**config.mk**
```make
export PLATFORM = sky130hd
export DESIGN_NAME = seq_pattern_gen
export DESIGN_NICKNAME = d
export VERILOG_FILES = /design/src/rtl/seq_pattern_gen.sv
export SDC_FILE = /design/constraint.sdc
export NUM_CORES = 1
export LEC_CHECK = 0
export ABC_AREA = 1
export BUFFER_PORTS_ARGS = -buffer_cell sky130_fd_sc_hd__buf_2
export CAP_MARGIN = 20
export CORE_AREA = 2 2 55 78
export CTS_CLUSTER_SIZE = 10
export DETAILED_ROUTE_END_ITERATION = 10
export DIE_AREA = 0 0 57 80
export PLACE_DENSITY = 0.76
export SETUP_SLACK_MARGIN = 0.05
export SLEW_MARGIN = 20
export SYNTH_ARGS = -nofsm -noshare
export SYNTH_HDL_FRONTEND = slang
export SYNTH_SLANG_ARGS = --single-unit
```
**constraint.sdc**
```tcl
create_clock -name Clock -period 2.3 [get_ports Clock]
set_input_delay 0.23 -clock Clock [delete_from_list [all_inputs] [get_ports Clock]]
set_output_delay 0.23 -clock Clock [all_outputs]
set_load 0.01 [all_outputs]
```
**src/rtl/seq_pattern_gen.sv**
```systemverilog
// Serial pattern transmitter: sends a latched WIDTH-bit pattern MSB-first, one bit
// per clock, for repeat_cnt+1 frames separated by gap idle cycles.
module seq_pattern_gen #(
    parameter int               WIDTH           = 8,
    parameter logic [WIDTH-1:0] PATTERN_DEFAULT = 8'b1001_0110
) (
    input  logic             Clock,
    input  logic             Reset,
    input  logic             start,
    input  logic             use_default,
    input  logic [WIDTH-1:0] pattern,
    input  logic [3:0]       repeat_cnt,
    input  logic [3:0]       gap,
    input  logic             idle_level,
    input  logic             abort,
    output logic             ready,
    output logic             busy,
    output logic             ser_out,
    output logic             ser_valid,
    output logic             frame_start,
    output logic             done
);

    localparam int              CW       = (WIDTH > 2) ? $clog2(WIDTH) : 1;
    localparam logic [CW-1:0]   LAST_BIT = CW'(WIDTH - 1);

    typedef enum logic [1:0] {
        IDLE,
        SHIFT,
        GAP,
        DONE
    } state_t;

    state_t           state;
    logic [WIDTH-1:0] shiftReg;
    logic [WIDTH-1:0] patReg;
    logic [CW-1:0]    bitCnt;
    logic [3:0]       framesLeft;
    logic [3:0]       gapReg;
    logic [3:0]       gapCnt;
    logic [WIDTH-1:0] selPattern;

    assign selPattern = use_default ? PATTERN_DEFAULT : pattern;

    // shiftReg[WIDTH-1] always mirrors the bit currently on ser_out while in SHIFT,
    // so outputs are computed from next-state and the first bit appears at the accept edge.
    always_ff @(posedge Clock) begin
        if (Reset) begin
            state       <= IDLE;
            shiftReg    <= '0;
            patReg      <= '0;
            bitCnt      <= '0;
            framesLeft  <= '0;
            gapReg      <= '0;
            gapCnt      <= '0;
            ready       <= 1'b1;
            busy        <= 1'b0;
            ser_out     <= 1'b0;
            ser_valid   <= 1'b0;
            frame_start <= 1'b0;
            done        <= 1'b0;
        end else if (abort && state != IDLE) begin
            state       <= IDLE;
            bitCnt      <= '0;
            gapCnt      <= '0;
            ready       <= 1'b1;
            busy        <= 1'b0;
            ser_out     <= idle_level;
            ser_valid   <= 1'b0;
            frame_start <= 1'b0;
            done        <= 1'b0;
        end else begin
            case (state)
                IDLE: begin
                    done <= 1'b0;
                    if (start && !abort) begin
                        state       <= SHIFT;
                        shiftReg    <= selPattern;
                        patReg      <= selPattern;
                        framesLeft  <= repeat_cnt;
                        gapReg      <= gap;
                        bitCnt      <= '0;
                        ready       <= 1'b0;
                        busy        <= 1'b1;
                        ser_out     <= selPattern[WIDTH-1];
                        ser_valid   <= 1'b1;
                        frame_start <= 1'b1;
                    end else begin
                        ready       <= 1'b1;
                        busy        <= 1'b0;
                        ser_out     <= idle_level;
                        ser_valid   <= 1'b0;
                        frame_start <= 1'b0;
                    end
                end
                SHIFT: begin
                    if (bitCnt != LAST_BIT) begin
                        shiftReg    <= {shiftReg[WIDTH-2:0], 1'b0};
                        ser_out     <= shiftReg[WIDTH-2];
                        bitCnt      <= bitCnt + 1'b1;
                        frame_start <= 1'b0;
                    end else if (framesLeft == 4'd0) begin
                        state       <= DONE;
                        bitCnt      <= '0;
                        busy        <= 1'b0;
                        ser_out     <= idle_level;
                        ser_valid   <= 1'b0;
                        frame_start <= 1'b0;
                        done        <= 1'b1;
                    end else if (gapReg == 4'd0) begin
                        shiftReg    <= patReg;
                        ser_out     <= patReg[WIDTH-1];
                        bitCnt      <= '0;
                        framesLeft  <= framesLeft - 1'b1;
                        frame_start <= 1'b1;
                    end else begin
                        state       <= GAP;
                        bitCnt      <= '0;
                        gapCnt      <= 4'd1;
                        ser_out     <= idle_level;
                        ser_valid   <= 1'b0;
                        frame_start <= 1'b0;
                    end
                end
                GAP: begin
                    if (gapCnt == gapReg) begin
                        state       <= SHIFT;
                        shiftReg    <= patReg;
                        ser_out     <= patReg[WIDTH-1];
                        ser_valid   <= 1'b1;
                        frame_start <= 1'b1;
                        framesLeft  <= framesLeft - 1'b1;
                        gapCnt      <= '0;
                    end else begin
                        gapCnt  <= gapCnt + 1'b1;
                        ser_out <= idle_level;
                    end
                end
                DONE: begin
                    state   <= IDLE;
                    done    <= 1'b0;
                    ready   <= 1'b1;
                    ser_out <= idle_level;
                end
                default: begin
                    state <= IDLE;
                    ready <= 1'b1;
                    busy  <= 1'b0;
                end
            endcase
        end
    end

endmodule

```
* Yosys cells after proc, flatten, opt, wreduce, memory -nomap -nowiden *
Index checks and enable logic that the tools add are counted.

storage, ports and cells
  output and inout bits = 6
  word-level logic and storage cells = 108
  register bits after elaboration = 38
  input bits = 22

cells by class
  equality and inequality tests = 15
  bitwise logic cells = 1
  add/sub/neg operators = 3
  muxes and demuxes = 52
  reduce and logical (&&, ||, !) cells = 24

operators with widths
  kind                                                           number
  4-bit 2-to-1 mux                                               9
  7-bit 2-to-1 mux                                               5
  7-bit one-hot mux with 3 select lines                          1
  1-bit 2-to-1 mux                                               19
  2-bit != test, second input constant                           7
  3-bit != test, second input constant                           4
  4-bit one-hot mux with 3 select lines                          1
  4-bit AND reduction                                            3
  2-bit 2-to-1 mux                                               5
  2-bit nonzero test                                             5
  3-bit AND reduction                                            3
  4-bit logical NOT                                              2
  8-bit 2-to-1 mux                                               1
  2-bit one-hot mux with 4 select lines                          1
  4-bit one-hot mux with 2 select lines                          1
  7-bit AND reduction                                            1
  3-bit 2-to-1 mux                                               2
  1-bit one-hot mux with 2 select lines                          3
  1-bit one-hot mux with 3 select lines                          2
  3-bit one-hot mux with 2 select lines                          1
  6-bit AND reduction                                            1
  4-bit by 1-bit adder with 4-bit output, second input constant  1
  2-bit equality test, second input constant                     2
  4-bit equality test                                            1
  other kinds (11)                                               14

* Logic depth before layout (Yosys ltp) *
  depth in word-level cells = 6
  mapped depth = 13
  gate-level depth less buffers = 13

* Least setup slack after synthesis *
Ideal clock, no wire load.

  path type = reg2reg
  start = register state[0]
  end = register shiftReg[2]
  setup slack = 0.636 ns
  stages on the path, launching flop included = 10
  period minus slack after synthesis = 1.664 ns
  data arrival time = 1.555 ns
  library setup time = 0.110 ns
  data required time = 2.190 ns
  path buffers = 2
  cell sequence = dfxtp_1 inv_1 ha_1 clkbuf_1 clkbuf_1 o21ai_0 o22ai_1 nand2_1 nand2_1 nor2_1

between the ends
  word-level cells in the longest chain between the ends = 4
  elaborated cells on any way between the ends = 13
  those cells by class = 6 x eq/ne; 1 x mux; 1 x bitwise; 5 x reduce/logical

RTL lines
  what                                                                         RTL line  text
  from (decl)                                                                  34        state_t state;
  from (signal assigned)                                                       49        state <= IDLE;
  from (signal assigned)                                                       63        state <= IDLE;
  from (signal assigned)                                                       77        state <= SHIFT;
  parallel branches: the longest is 4 deep, another holds 6-bit AND reduction  -
  to (signal assigned)                                                         78        shiftReg <= selPattern;
  to (signal assigned)                                                         98        shiftReg <= {shiftReg[WIDTH-2:0], 1'b0};
  to (signal assigned)                                                         111       shiftReg <= patReg;
  to (decl)                                                                    35        logic [WIDTH-1:0] shiftReg;

Parallel ways; which one is timed is not known.
A chain may end at the register's enable or synchronous reset.

* Final worst setup path *
  start = register state[0]
  end = register framesLeft[0]

between the ends
  word-level cells in the longest chain between the ends = 4
  elaborated cells on any way between the ends = 14
  those cells by class = 7 x eq/ne; 1 x mux; 1 x bitwise; 5 x reduce/logical

RTL lines
  what                                                                         RTL line  text
  parallel branches: the longest is 4 deep, another holds 7-bit AND reduction  -
  to (signal assigned)                                                         80        framesLeft <= repeat_cnt;
  to (signal assigned)                                                         114       framesLeft <= framesLeft - 1'b1;
  to (signal assigned)                                                         132       framesLeft <= framesLeft - 1'b1;
  to (decl)                                                                    38        logic [3:0] framesLeft;

Parallel ways; which one is timed is not known.

==> metrics.yaml <==
die_w_um: 57
place_inst: 389
start_kind: "register"
ir_drop_v: 0.000690
grt_util_all_layers_pct: 22.9
finClkSkew_ps: 4.25
comb_power_share_pct: 45.8
synth.area.mux_share_pct: 0
io_buffer_count: 27
synthAdderAreaFrac_pct: 4.72
reg2reg_slack_ps: 410
path_cells: "inv_1 > ha_1 > nand2_1 > nand2_1 > nor3b_2 > nand2_1 > o21ai_0 > a21oi_1"
detail-route-antenna-nets: 0
critPathSlowestCell: "dfxtp_1"
synthDistinctLibCells: 29
grt.busiest_layer: "met2"
internal_power_mw: 1.49
worstMarginPinSlew_ps: 553
via_per_inst: 5.25
path_buf_inv: 1
fin_area_mm2: 0.00240
layout-drive-gt1-share_pct: 14.4
cts-root-buf: "clkbuf_8"
first_pass_iters: 5
worstPathArrival_ps: 2080
whs_path_depth: 2
yosys_warnings: 0
max_slew_margin_pct: 63.1
power_density_mw_per_mm2: 1070
setup_viol: 0
post_drt_wl_per_cell_um: 11.6
final.min_clock_period_ps: 1890
rsz0062_at_grt: "false"
synthArstFlopShare_pct: 0
synth_top_flop_cell: "dfxtp_1"
syn-num-nets: 352
crit_family: "simple AND/OR/NAND/NOR gates"
dpl.hpwl_um: 3600
cts.sinks: 38
postSynthAreaPerCell_um2: 6.59
clock_latency_ps: 300
synth-xor-area-share_pct: 0.825
cts_buffer_depth: 2
reg2reg_to: "framesLeft[0]$_SDFFE_PP0P_"
cts-resized-gates: 0
htreeDepth: 2
drt_iter0_markers: 82
initial_core_util_pct: 55.1
grt_pass1_wl_um: 8130
clk_pin_slew_ps: 70
max_stage_delay_ps: 380
synth_edf_count: 0
io_pins: 28
ys_seq_elements: 38
post_cts_buffers: 0
cts_hold_buf: 0
cp.required_ps: 2480
yosys.area_share.simple_pct: 27.7
core-area_mm2: 0.00385
drv_slew: 0
syn_to_final_growth_pct: 13.2
r2r-start: "state[0]$_SDFFE_PP0P_"
crit_path_end_kind: "register"
hold_viol_final: 0
die_h_um: 80
cap_violations: 0
fin_cells: 397
hold_start: "Reset"
path_common_cell: "nand2_1"
dr_total_vias: 2084
max_freq_mhz: 528
power_switching_mw: 1.09
routabilityCongestion: 0.921
fin_crit_sh_pct: 82.3
use_met1_pct: 23.6
antenna_found_initial: 0
filler_cell_count: 396
status: "completed"
hold_path_end: "patReg[7]$_SDFFE_PP0P_"
syn_area_mm2: 0.00212
r2r_cells: 8
cts_buffers: 5
synth_compound_area_share_pct: 19.5
p_leak_nw: 1.19
ys_seq_area_share_pct: 35.8
seqPwrFrac_pct: 35.8
min_path_type: "in -> reg"
n_antenna_cell: 0
swShare_pct: 42.3
synth_top_family_by_area: "simple AND/OR/NAND/NOR gates"
fin_setup_tns_ps: 0
grt_use_met3_pct: 5.02
tritoncts: "done"
grt-ovfl-total: 0
synthCells: 322
die_area_mm2: 0.00456
cp_max_fo: 6
fin_hold_ws_ps: 156
grt_pass1_vias: 1991
dpl_cell_area_mm2: 0.00231
grt_max_degree: 22
power.share.clock_pct: 18.4
critical_path_class: "reg -> reg"
nNetsFinal: 383
fp-row-count: 27
remaining_drc_errors: 0
routed_wl_um: 4590
global_route.usage.met2_pct: 41.6
==> area by class of cell <==
cell class              instances  area [um2]  area share, %
multi-input cells             220        1120           46.5
inverters                      57         214           8.91
repair buffers                 31         165           6.87
clock inverters                 1        5.00          0.208
clock buffers                   7        86.3           3.59
flip-flops and latches         38         761           31.7
well taps                      43        53.8           2.24
==> logic make-up (layout without fill, tap and decap cells) <==
kind of cell / count (synthesis) / in the layout
compound gates: 75 / 75
fa+ha+maj: 8 / 8
xor+xnor: 2 / 2
buf+inv: 64 / 96
flops: 38 / 38
simple gates: 135 / 135
==> cell usage after synthesis, types with 2 or more instances <==
master    number  area (um2)
dfxtp_1       38         761
a21oi_1       26         130
xor2_1         2        17.5
o22ai_1        5        31.3
o211ai_1       3        22.5
nand2_1       82         308
nor3_1         2        10.0
o21ai_1        2        10.0
nand4_1        3        18.8
o21ai_0       34         170
nor2_2         2        12.5
nand3_1       12        60.1
or2_2          3        18.8
buf_2          3        15.0
inv_1         56         210
nand2_2        2        12.5
nor2_1        25        93.8
clkbuf_1       4        15.0
ha_1           8         100
==> flip-flops by register name, indices dropped and copies added (netlist names) <==
signal,flops
frame_start,1
ser_valid,1
done,1
state,2
framesLeft,4
busy,1
gapReg,4
bitCnt,3
shiftReg,7
ser_out,1
ready,1
gapCnt,4
patReg,8
==> power groups by stage <==
stage	Combinational, mW	Clock, mW	Sequential [mW]
after floorplan	0.900	0	0.930
after global placement	1.17	0	0.933
after detailed placement	1.19	0	0.937
after CTS	1.19	0.484	0.922
after global routing	1.36	0.509	0.947
final	1.18	0.475	0.922
==> placed cells by master, fill, tap and decap left out, types with 5 or more instances in the layout <==
cell type and instances:
dfxtp_1 38, ha_1 8, nand3_1 12, nor2_1 25
inv_1 56, buf_2 27, o22ai_1 5, a21oi_1 26
nand2_1 82, clkbuf_8 6, o21ai_0 34
==> per-layer routing <==
metal	up-vias	share of wire, %
li1	1091	-
met1	924	41
met2	55	50
met3	14	5.1
met4	0	3.1
met5	-	0
==> worst max path at each step <==
stage | from | end | slack [ps] | cells past startpoint
4_1_cts | state[0]$_SDFFE_PP0P_ | framesLeft[0]$_SDFFE_PP0P_ | 400 | 8
6_report | state[0]$_SDFFE_PP0P_ | framesLeft[0]$_SDFFE_PP0P_ | 410 | 8
2_1_floorplan | state[0]$_SDFFE_PP0P_ | shiftReg[2]$_SDFFE_PP0P_ | 640 | 9
3_5_place_dp | state[0]$_SDFFE_PP0P_ | framesLeft[1]$_SDFFE_PP0P_ | 420 | 8
3_3_place_gp | state[0]$_SDFFE_PP0P_ | framesLeft[0]$_SDFFE_PP0P_ | 450 | 9
5_1_grt | state[0]$_SDFFE_PP0P_ | framesLeft[0]$_SDFFE_PP0P_ | 180 | 8
==> stage by stage <==
stage / util [%] / setup slack (ps) / power [mW]
final: 62.4 / 406 / 2.58
after global routing: 62.4 / 184 / 2.82
after CTS: 62.4 / 400 / 2.60
after detailed placement: 60.0 / 422 / 2.12
after global placement: 60.0 / 450 / 2.11
after floorplan: - / 636 / 1.83
Note: power is estimated with default switching activity, not from simulation.
